<file path="config.mk">
export PLATFORM = sky130hd
export DESIGN_NAME = wdt_rib
export DESIGN_NICKNAME = d
export VERILOG_FILES = /design/src/rtl/wdt_rib.sv
export SDC_FILE = /design/constraint.sdc
export NUM_CORES = 1
export LEC_CHECK = 0
export CORE_MARGIN = 2
export CORE_UTILIZATION = 55
export DETAILED_ROUTE_END_ITERATION = 12
export GPL_TIMING_DRIVEN = 1
export PLACE_DENSITY_LB_ADDON = 0.2
export SYNTH_ARGS = -nofsm -noshare
export SYNTH_HDL_FRONTEND = slang
export SYNTH_SLANG_ARGS = --single-unit
</file>
<file path="constraint.sdc">
create_clock -name clk_i -period 4.5 [get_ports clk_i]
set_input_delay 0.9 -clock clk_i [delete_from_list [all_inputs] [get_ports clk_i]]
set_output_delay 0.9 -clock clk_i [all_outputs]
set_load 0.01 [all_outputs]
</file>
<file path="src/rtl/wdt_rib.sv">
// wdt_rib: RIB-slave watchdog; a missed kick raises a warning interrupt, a second miss
// (or a bad key) requests a core reset pulse of RST_CYCLES cycles.
module wdt_rib #(
   parameter int          RST_CYCLES = 16,
   parameter logic [31:0] KICK_KEY   = 32'h5A5AA5A5
) (
   input  logic        clk_i,
   input  logic        rst_ni,
   input  logic        we_i,
   input  logic [31:0] addr_i,
   input  logic [31:0] data_i,
   output logic [31:0] data_o,
   output logic        int_sig_o,
   output logic        rst_req_o
);
   localparam int BW = $clog2(RST_CYCLES + 1);
   localparam logic [BW-1:0] B_LAST = BW'(RST_CYCLES - 1);
   typedef enum logic [1:0] {IDLE, RUN, WARN, BITE} state_t;
   state_t state, state_d;
   logic [2:0] ctrl;
   logic [31:0] load, count, count_d;
   logic [BW-1:0] bcnt, bcnt_d;
   logic warn, bite, warn_set, bite_set, en_clr;
   logic [7:0] a;
   logic wr_ctrl, wr_load, wr_kick, wr_stat, unused_addr;
   assign a = addr_i[7:0];
   assign unused_addr = ^addr_i[31:8];
   assign wr_ctrl = we_i && a == 8'h00 && state != BITE;
   assign wr_load = we_i && a == 8'h04;
   assign wr_kick = we_i && a == 8'h0C;
   assign wr_stat = we_i && a == 8'h10;
   always_comb begin
      state_d  = state;
      count_d  = count;
      bcnt_d   = bcnt;
      warn_set = 1'b0;
      bite_set = 1'b0;
      en_clr   = 1'b0;
      case (state)
         IDLE: if (wr_ctrl && data_i[0] && !ctrl[0]) begin
            count_d = load;
            state_d = RUN;
         end
         BITE: if (bcnt == B_LAST) begin
            en_clr  = 1'b1;
            bcnt_d  = '0;
            state_d = IDLE;
         end else bcnt_d = bcnt + 1'b1;
         default: if (wr_ctrl && !data_i[0]) state_d = IDLE;
         else if (wr_kick && data_i == KICK_KEY) begin
            count_d = load;
            state_d = RUN;
         end else if (wr_kick && ctrl[2]) begin
            state_d  = BITE;
            bite_set = 1'b1;
            bcnt_d   = '0;
         end else if (count == '0) begin
            // second expiry bites only when enabled, otherwise keep warning
            if (state == WARN && ctrl[2]) begin
               state_d  = BITE;
               bite_set = 1'b1;
               bcnt_d   = '0;
            end else begin
               count_d  = load;
               warn_set = state == RUN;
               state_d  = WARN;
            end
         end else count_d = count - 32'd1;
      endcase
   end
   always_ff @(posedge clk_i) begin
      if (!rst_ni) begin
         state <= IDLE;
         ctrl  <= '0;
         load  <= 32'hFFFF_FFFF;
         count <= '0;
         bcnt  <= '0;
         warn  <= 1'b0;
         bite  <= 1'b0;
      end else begin
         state <= state_d;
         count <= count_d;
         bcnt  <= bcnt_d;
         if (wr_ctrl) ctrl <= data_i[2:0];
         else if (en_clr) ctrl[0] <= 1'b0;
         if (wr_load) load <= data_i;
         warn <= warn_set | (warn & ~(wr_stat & data_i[0]));
         bite <= bite_set | (bite & ~(wr_stat & data_i[1]));
      end
   end
   assign data_o = a == 8'h00 ? {29'd0, ctrl} :
                   a == 8'h04 ? load :
                   a == 8'h08 ? count :
                   a == 8'h10 ? {30'd0, bite, warn} : 32'd0;
   assign int_sig_o = warn & ctrl[1];
   assign rst_req_o = state == BITE;
endmodule

</file>
==> reports/results.txt <==
Status - finished clean
Htree depth - 3
DR iter-0 viols - 336
Root Buffer - clkbuf_8
Port Buf Inserts - 76
Post-route insts no fill - 748
Die Width - 94.61 um
TritonCTS clock tree - done
Boundary Pins - 101
Library cells used by synthesis - 59
Final TNS setup - 0 ps
Via density - 6.390
DPL Wire Length - 9341 um
Nets - 713
Max Clock Freq - 0.2422 GHz
Final-report hold violation count - 0
Layout cells sized above 1 - 9.020%
Number of placed instances, taps included - 733
Seq cells post-synth - 76
Crit path kind - primary input to primary output
Worst VDD drop - 0.0001844 V
Final Cycle Share - 91.73%
Post-synth top flop - dfxtp_1
Post-route DRC violation count - 0
Largest net degree at the start of global routing - 43
Initial Util - 55.80%
# Post-CTS Setup Buffers - 0
Final worst slack - 372.0 ps
Post-layout minimum cycle time - 4128 ps
Final WL - 13,470 um
Seq/Total Area, Yosys - 33.69%
Final worst clock skew - 10.09 ps
Final setup vio count - 0
Worst-Margin Slew - 856.5 ps
CP arrival - 3230 ps
CTS max path bufs - 2
Max-cap violations - 0
GRT overflow - 0
First-pass GRT wire length - 21,840 um
Drt first pass iters - 4
Final GP Congestion - 0.8704
Clock sinks - 76
Clock Latency Late Sink - 360 ps
Die H - 94.61 um
Dpl cell area - 5379 um2
Pre-CTS WS - 358.1 ps
Worst EP required - 3600 ps
Hold buffers post-CTS - 0
Post-route ant nets - 0
Leakage power - 2.251 nW
Initial antenna violation count - 0
Max Slew Vio Count - 0
Critical Path Source - addr_i[5]
Ys Warns - 0
RSZ-0062 raised after global routing - false
Routed WL per cell - 18.00 um
Vias in the first global route - 4,496
DIE AREA - 8951 um2
Number of synthesized flops with an enable pin - 0
Fin area - 5594 um2
CP Capture Type - primary output
Hold WS - 489.1 ps
FP Rows - 33
Pwr/cell area - 371.5 nW/um2
Fin util - 69.12%
CTS Buf Count - 9
Flop2flop setup slack - 1360 ps
Crit Path Max Fanout - 28
Total number of vias - 4,780
Overall Power - 2.078 mW
Layout overhead on the synthesized area - 23.88%
Synthesized area per cell - 7.799 um2
Slew HR - 42.46%
Post-Syn Instances - 579
FF-to-FF path depth - 6
Core area - 8093 um2
Hold Crit Class - register to register
CTS-repair resized insts - 0
Async set-or-reset flop fraction in the synthesized netlist - 0%
Worst R2R Start - count[8]$_SDFFE_PN0P_
Gr usage total - 30.92%
Syn Nets - 653
Worst hold stages - 2
Ant diodes - 0
Clock transition at path regs - 80 ps
Crit path launch type - primary input
Hold_sp - load[12]$_SDFFE_PN1P_
Synthesized cell area - 4516 um2
worst max-delay path, stage by stage:
cell and delay [ps]:
clkdlybuf4s50_1 430, nor4_2 320, nand2_1 160, nor3_2 260, buf_4 200, buf_12 190
a22o_1 210, clkdlybuf4s50_1 560
cells in the mapped netlist (2+ instances only):
| cell | instances | area, um2 |
|---|---|---|
| clkbuf_1 | 32 | 120.1 |
| dfxtp_1 | 76 | 1521 |
| ha_1 | 7 | 87.58 |
| a21oi_1 | 44 | 220.2 |
| mux2i_1 | 19 | 190.2 |
| a211o_1 | 2 | 17.52 |
| nand2_1 | 93 | 349.1 |
| nand3_1 | 39 | 195.2 |
| a31oi_1 | 10 | 62.56 |
| nor2b_1 | 3 | 18.77 |
| a32o_1 | 6 | 60.06 |
| and3_1 | 4 | 25.02 |
| and4_1 | 3 | 26.28 |
| nor4_2 | 3 | 37.54 |
| a222oi_1 | 2 | 20.02 |
| nor2_1 | 41 | 153.9 |
| nor3b_1 | 2 | 15.01 |
| or4b_2 | 4 | 40.04 |
| mux2_2 | 4 | 45.04 |
| o31ai_1 | 3 | 22.52 |
| buf_6 | 2 | 22.52 |
| nand4b_1 | 5 | 43.79 |
| o22ai_1 | 14 | 87.58 |
| o21ai_0 | 16 | 80.08 |
| or3_1 | 12 | 75.07 |
| nor4_1 | 8 | 50.05 |
| nand4_1 | 7 | 43.79 |
| nor3_1 | 18 | 90.09 |
| or2_2 | 2 | 12.51 |
| a22o_1 | 30 | 262.8 |
| inv_1 | 18 | 67.56 |
| buf_2 | 6 | 30.03 |
| a41oi_1 | 2 | 17.52 |
| o211ai_1 | 6 | 45.04 |
| o221a_2 | 7 | 78.83 |
| and2_1 | 2 | 12.51 |
| o21a_1 | 5 | 37.54 |
final timing paths:
check                                end
hold reg to reg    load[12]$_SDFFE_PN1P_
setup / recovery              data_o[31]
setup reg to reg  count[28]$_SDFFE_PN0P_
hold / removal     load[12]$_SDFFE_PN1P_
registers in the layout, summed over array words and instances (netlist names):
| name | flops |
|---|---|
| state | 2 |
| bite | 1 |
| ctrl | 3 |
| bcnt | 5 |
| warn | 1 |
| load | 32 |
| count | 32 |
metal layers:
layer | routed length, um | part of all wire, % | vias up | global-route usage, %
met5 | 0 | 0 | - | 0
met1 | 5701 | 42 | 2247 | 41.03
met2 | 6410 | 48 | 227 | 50.89
met4 | 307 | 2.3 | 0 | 11.23
met3 | 1046 | 7.8 | 33 | 4.709
li1 | - | - | 2273 | -
kinds of logic after synthesis:
logic type                 share of synthesized area (%)
AOI/OAI and AO/OA                                  24.72
muxes                                              5.541
buffers and inverters                              5.403
DFF                                                33.69
adders and majority gates                          1.940
and+or+nand+nor                                    28.71
placed cells by master, fill, tap and decap left out, types with 4 or more instances in the layout:
cell	n
a21oi_1	44
a22o_1	30
a31oi_1	10
a32o_1	6
and3_1	4
buf_4	11
clkbuf_8	10
clkdlybuf4s50_1	75
dfxtp_1	76
ha_1	7
inv_1	18
mux2_2	4
mux2i_1	19
nand2_1	93
nand3_1	39
nand4_1	7
nand4b_1	5
nor2_1	41
nor3_1	17
nor4_1	8
o211ai_1	6
o21a_1	5
o21ai_0	16
o221a_2	7
o22ai_1	14
or3_1	12
or4b_2	4
power by group:
group / switching, mW / internal (mW)
Sequential: 0.0350 / 0.697
Clock: 0.263 / 0.325
Combinational: 0.499 / 0.259
final cells by class:
cell class	count	area (um2)
multi-input combinational	444	2760
fill	707	2499
sequential	76	1521
timing repair buffer	90	898.4
clock buffer	11	141.4
tap	105	131.4
clock inverter	4	73.82
inverter	18	67.56
(Power assumes the default switching activity.)
